File: src/rtl/demux_1_4_stream.sv
// rtl/demux_1_4_stream.sv - 1-to-4 valid/ready stream demux with a one-word buffer per lane.
// Optional per-lane handshake counters are enabled by DEMUX_CNT_EN.
module demux_1_4_stream #(
  parameter int W     = 4,
  parameter int CNT_W = 8
) (
  input  logic             clk,
  input  logic             rst_n,
  input  logic             in_valid,
  output logic             in_ready,
  input  logic [W-1:0]     in_data,
  input  logic [1:0]       in_sel,
  output logic             y0_valid,
  output logic             y1_valid,
  output logic             y2_valid,
  output logic             y3_valid,
  input  logic             y0_ready,
  input  logic             y1_ready,
  input  logic             y2_ready,
  input  logic             y3_ready,
  output logic [W-1:0]     y0,
  output logic [W-1:0]     y1,
  output logic [W-1:0]     y2,
`ifdef DEMUX_CNT_EN
  output logic [W-1:0]     y3,
  output logic [CNT_W-1:0] cnt0,
  output logic [CNT_W-1:0] cnt1,
  output logic [CNT_W-1:0] cnt2,
  output logic [CNT_W-1:0] cnt3
`else
  output logic [W-1:0]     y3
`endif
);

  if (CNT_W < 1) begin : g_bad_cnt_w
    $error("CNT_W must be at least 1");
  end

  logic [3:0]        lane_ready;
  logic [3:0]        valid_q, valid_d;
  logic [3:0][W-1:0] data_q, data_d;
  logic              in_fire;

  assign lane_ready = {y3_ready, y2_ready, y1_ready, y0_ready};

  // Only the addressed lane can stall the producer.
  assign in_ready = !valid_q[in_sel] || lane_ready[in_sel];
  assign in_fire  = in_valid && in_ready;

  always_comb begin
    valid_d = valid_q;
    data_d  = data_q;
    for (int k = 0; k < 4; k++) begin
      if (in_fire && (in_sel == 2'(k))) begin
        valid_d[k] = 1'b1;
        data_d[k]  = in_data;
      end else if (valid_q[k] && lane_ready[k]) begin
        valid_d[k] = 1'b0;
      end
    end
  end

  always_ff @(posedge clk or negedge rst_n) begin
    if (!rst_n) begin
      valid_q <= '0;
      data_q  <= '0;
    end else begin
      valid_q <= valid_d;
      data_q  <= data_d;
    end
  end

  assign {y3_valid, y2_valid, y1_valid, y0_valid} = valid_q;
  assign y0 = data_q[0];
  assign y1 = data_q[1];
  assign y2 = data_q[2];
  assign y3 = data_q[3];

`ifdef DEMUX_CNT_EN
  logic [3:0][CNT_W-1:0] cnt_q, cnt_d;

  // Counters wrap naturally at 2^CNT_W.
  always_comb begin
    cnt_d = cnt_q;
    for (int k = 0; k < 4; k++) begin
      if (valid_q[k] && lane_ready[k]) begin
        cnt_d[k] = cnt_q[k] + 1'b1;
      end
    end
  end

  always_ff @(posedge clk or negedge rst_n) begin
    if (!rst_n) begin
      cnt_q <= '0;
    end else begin
      cnt_q <= cnt_d;
    end
  end

  assign cnt0 = cnt_q[0];
  assign cnt1 = cnt_q[1];
  assign cnt2 = cnt_q[2];
  assign cnt3 = cnt_q[3];
`endif

endmodule

File: config.mk
export PLATFORM = sky130hd
export DESIGN_NAME = demux_1_4_stream
export DESIGN_NICKNAME = d
export VERILOG_FILES = /design/src/rtl/demux_1_4_stream.sv
export SDC_FILE = /design/constraint.sdc
export NUM_CORES = 1
export LEC_CHECK = 0
export BUFFER_PORTS_ARGS = -buffer_cell sky130_fd_sc_hd__buf_2
export CAP_MARGIN = 15
export CORE_MARGIN = 4
export CORE_UTILIZATION = 38
export DETAILED_ROUTE_END_ITERATION = 8
export GPL_ROUTABILITY_DRIVEN = 0
export HOLD_SLACK_MARGIN = 0.08
export PLACE_DENSITY = 0.66
export RECOVER_POWER = 100
export SYNTH_ARGS = -nofsm -noshare
export SYNTH_HDL_FRONTEND = slang
export SYNTH_SLANG_ARGS = --single-unit
File: constraint.sdc
create_clock -name clk -period 3.4 [get_ports clk]
set_input_delay 0.34 -clock clk [delete_from_list [all_inputs] [get_ports clk]]
set_output_delay 0.34 -clock clk [all_outputs]
set_load 0.01 [all_outputs]
==> flow_summary.toml <==
[timing]
hold_viol = 0
clock_skew_ps = 4.33
setup_viol = 0
fin_crit_sh = 0.495
fin_crit_ps = 1680
finalSetupTns_ps = 0
drv_slew = 0
slew_headroom = 0.308
tightest_slew_ps = 1040
fmax_mhz = 594
grt_setup_unrepaired = "false"

[yosys]
yosysMostFrequentCell = "dfrtp_1"
ys.flop_type = "dfrtp_1"
postSynthAreaPerCell_sq_um = 14.9
synth_warnings = 0
synth_common_cells = "20 x dfrtp_1, 16 x mux2_2, 5 x nand2_1"
synth_top_area_share = 0.623
yosys.area.top_type = "dfrtp_1"
yosysSeqAreaShare = 0.623
ys_types = 13
syn_area_sq_um = 803
yosys-top-cells-area = "dfrtp_1 62%, mux2_2 22%, nand2b_1 3.1%"
synth_nets = 67
synthArstFlopShare = 1.00
synth_edf_count = 0
syn_inst = 54
ys_ff_latch = 20

[clocking]
path_clk_slew_ps = 110
cts.sinks = 20
clockBufferDepth = 2
cts_tree = "done"
clkLatencyLatePin_ps = 300
cts_root_buf = "clkbuf_4"
htreeDepth = 1
cts_buffers = 3
post_cts_buffers = 0

[min_path]
hold_path.class = "input pin to flop"
hp-start = "in_data[2]"

[detailed_routing]
drc = 0
drt-met1-wl_microns = 696
drt_pass1_iterations = 3
top_layer_used = "met4"
via_count = 558
wirelength_microns = 1620
routed_via_density = 4.77
drt-initial-drc-count = 3
wl_per_cell_microns = 13.8
met2_length_microns = 680
drtAntennaViolNets = 0
route.met3.wl_microns = 200

[layout]
syn2layout_area_growth_pct = 23.8
drive_gt1_frac = 0.344
final_cells = 117
antenna_cells = 0
post-route-util = 0.502
nNetsFinal = 105

[worst_setup_path]
r2r-start = "valid_q[1]"
start_kind = "flop"
crit_family = "multiplexers"
cp.required_ps = 3060
critPathSlowestCell = "mux4_2"
startpoint = "valid_q[0]"
critPathArrivalTime_ps = 1340
slowest_delay_ps = 450
worstSetupPathType = "flop to output port"
crit_chain = "nand2b_1, mux4_2, clkbuf_1"
critPathMaxFanout = 3
end_kind = "output port"
cp.buffers_inverters = 1

[die]
dieArea_sq_um = 2910
start_util = 0.405
num_rows = 16
die_width_microns = 54.0
dieHeight_microns = 54.0
ios = 34
core_sq_um = 1980

[place]
io_buffers = 33
dp.cells = 113
place_hpwl_microns = 1250

[grt]
grt_pass1_vias = 558
antenna_found_initial = 0
grt_pass1_wl_microns = 2460
gr-usage-all-layers = 0.124
grt-ovfl-total = 0
grt_max_degree = 21

[pwr]
p_per_area_nw_per_um2 = 539
p_leak_nw = 0.440
vdd_drop_max_mv = 0.269

[run]
maxCapViolations = 0

[outcome]
status = "finished, final reports clean"
[cells by family after synthesis]
family / synth area share
AND/OR/NAND/NOR: 0.112
AO/OA/AOI/OAI: 0.00622
multiplexers: 0.252
buffers and inverters: 0.00622
flip-flops: 0.623
[power breakdown]
part	switching [mW]	leakage, nW	internal, mW
Combinational	0.0644	0.184	0.0589
Sequential	0.0211	0.242	0.281
Clock	0.0695	0.0138	0.0413
Total	0.155	0.440	0.382
[stage by stage]
stage               power, mW  hold WS [ps]  worst slack, ps  cell area [sq um]
floorplan               0.377          44.4             2080                803
global placement        0.442           308             1870                997
detailed placement      0.446           315             1850                997
CTS                     0.557           300             1700               1030
global route            0.573           301             1640                995
finish                  0.536           305             1720                995
[area by class of cell]
cell class	count	area, sq um
repair buffers	34	148
fillers	184	987
clock buffers	3	22.5
flip-flops and latches	20	500
multi-input cells	33	290
well taps	27	33.8
[state kept, by name (all words and copies together) (netlist names)]
register,cells
valid_q,4
y0,4
y1,4
y2,4
y3,4
[path summary, 6_finish.rpt]
| kind | slack (ps) | endpoint | cells past startpoint |
|---|---|---|---|
| max reg2reg | 1790 | y1[3] | 3 |
| max | 1720 | in_ready | 3 |
| max in group asynchronous | 2050 | y1[1] | 2 |
| min reg2reg | 510 | y3[3] | 1 |
| min | 300 | y0[2] | 2 |
| min in group asynchronous | 720 | y0[2] | 2 |
[cells in the final DEF, fill, tap and decap left out, drive strengths merged]
cell | synthesis | layout
nand2b | 4 | 4
mux4 | 1 | 1
clkbuf | 0 | 25
nor3b | 1 | 1
buf | 1 | 11
o21ai | 1 | 1
nand3 | 1 | 1
nand2 | 5 | 5
and3 | 1 | 1
nor2b | 2 | 2
nand3b | 1 | 1
dfrtp | 20 | 20
mux2 | 16 | 16
dlygate4sd3 | 0 | 1
[layer usage]
layer,global-route usage,up-vias
li1,-,262
met1,0.153,263
met2,0.183,28
met3,0.0526,5
met4,0.0622,0
met5,0,-
[repair_timing]
action,in CTS,in global routing
resized for setup,0,0
hold buffers,1,0
endpoints found under the hold margin,20,0
Power figures use the tool's default switching activity.
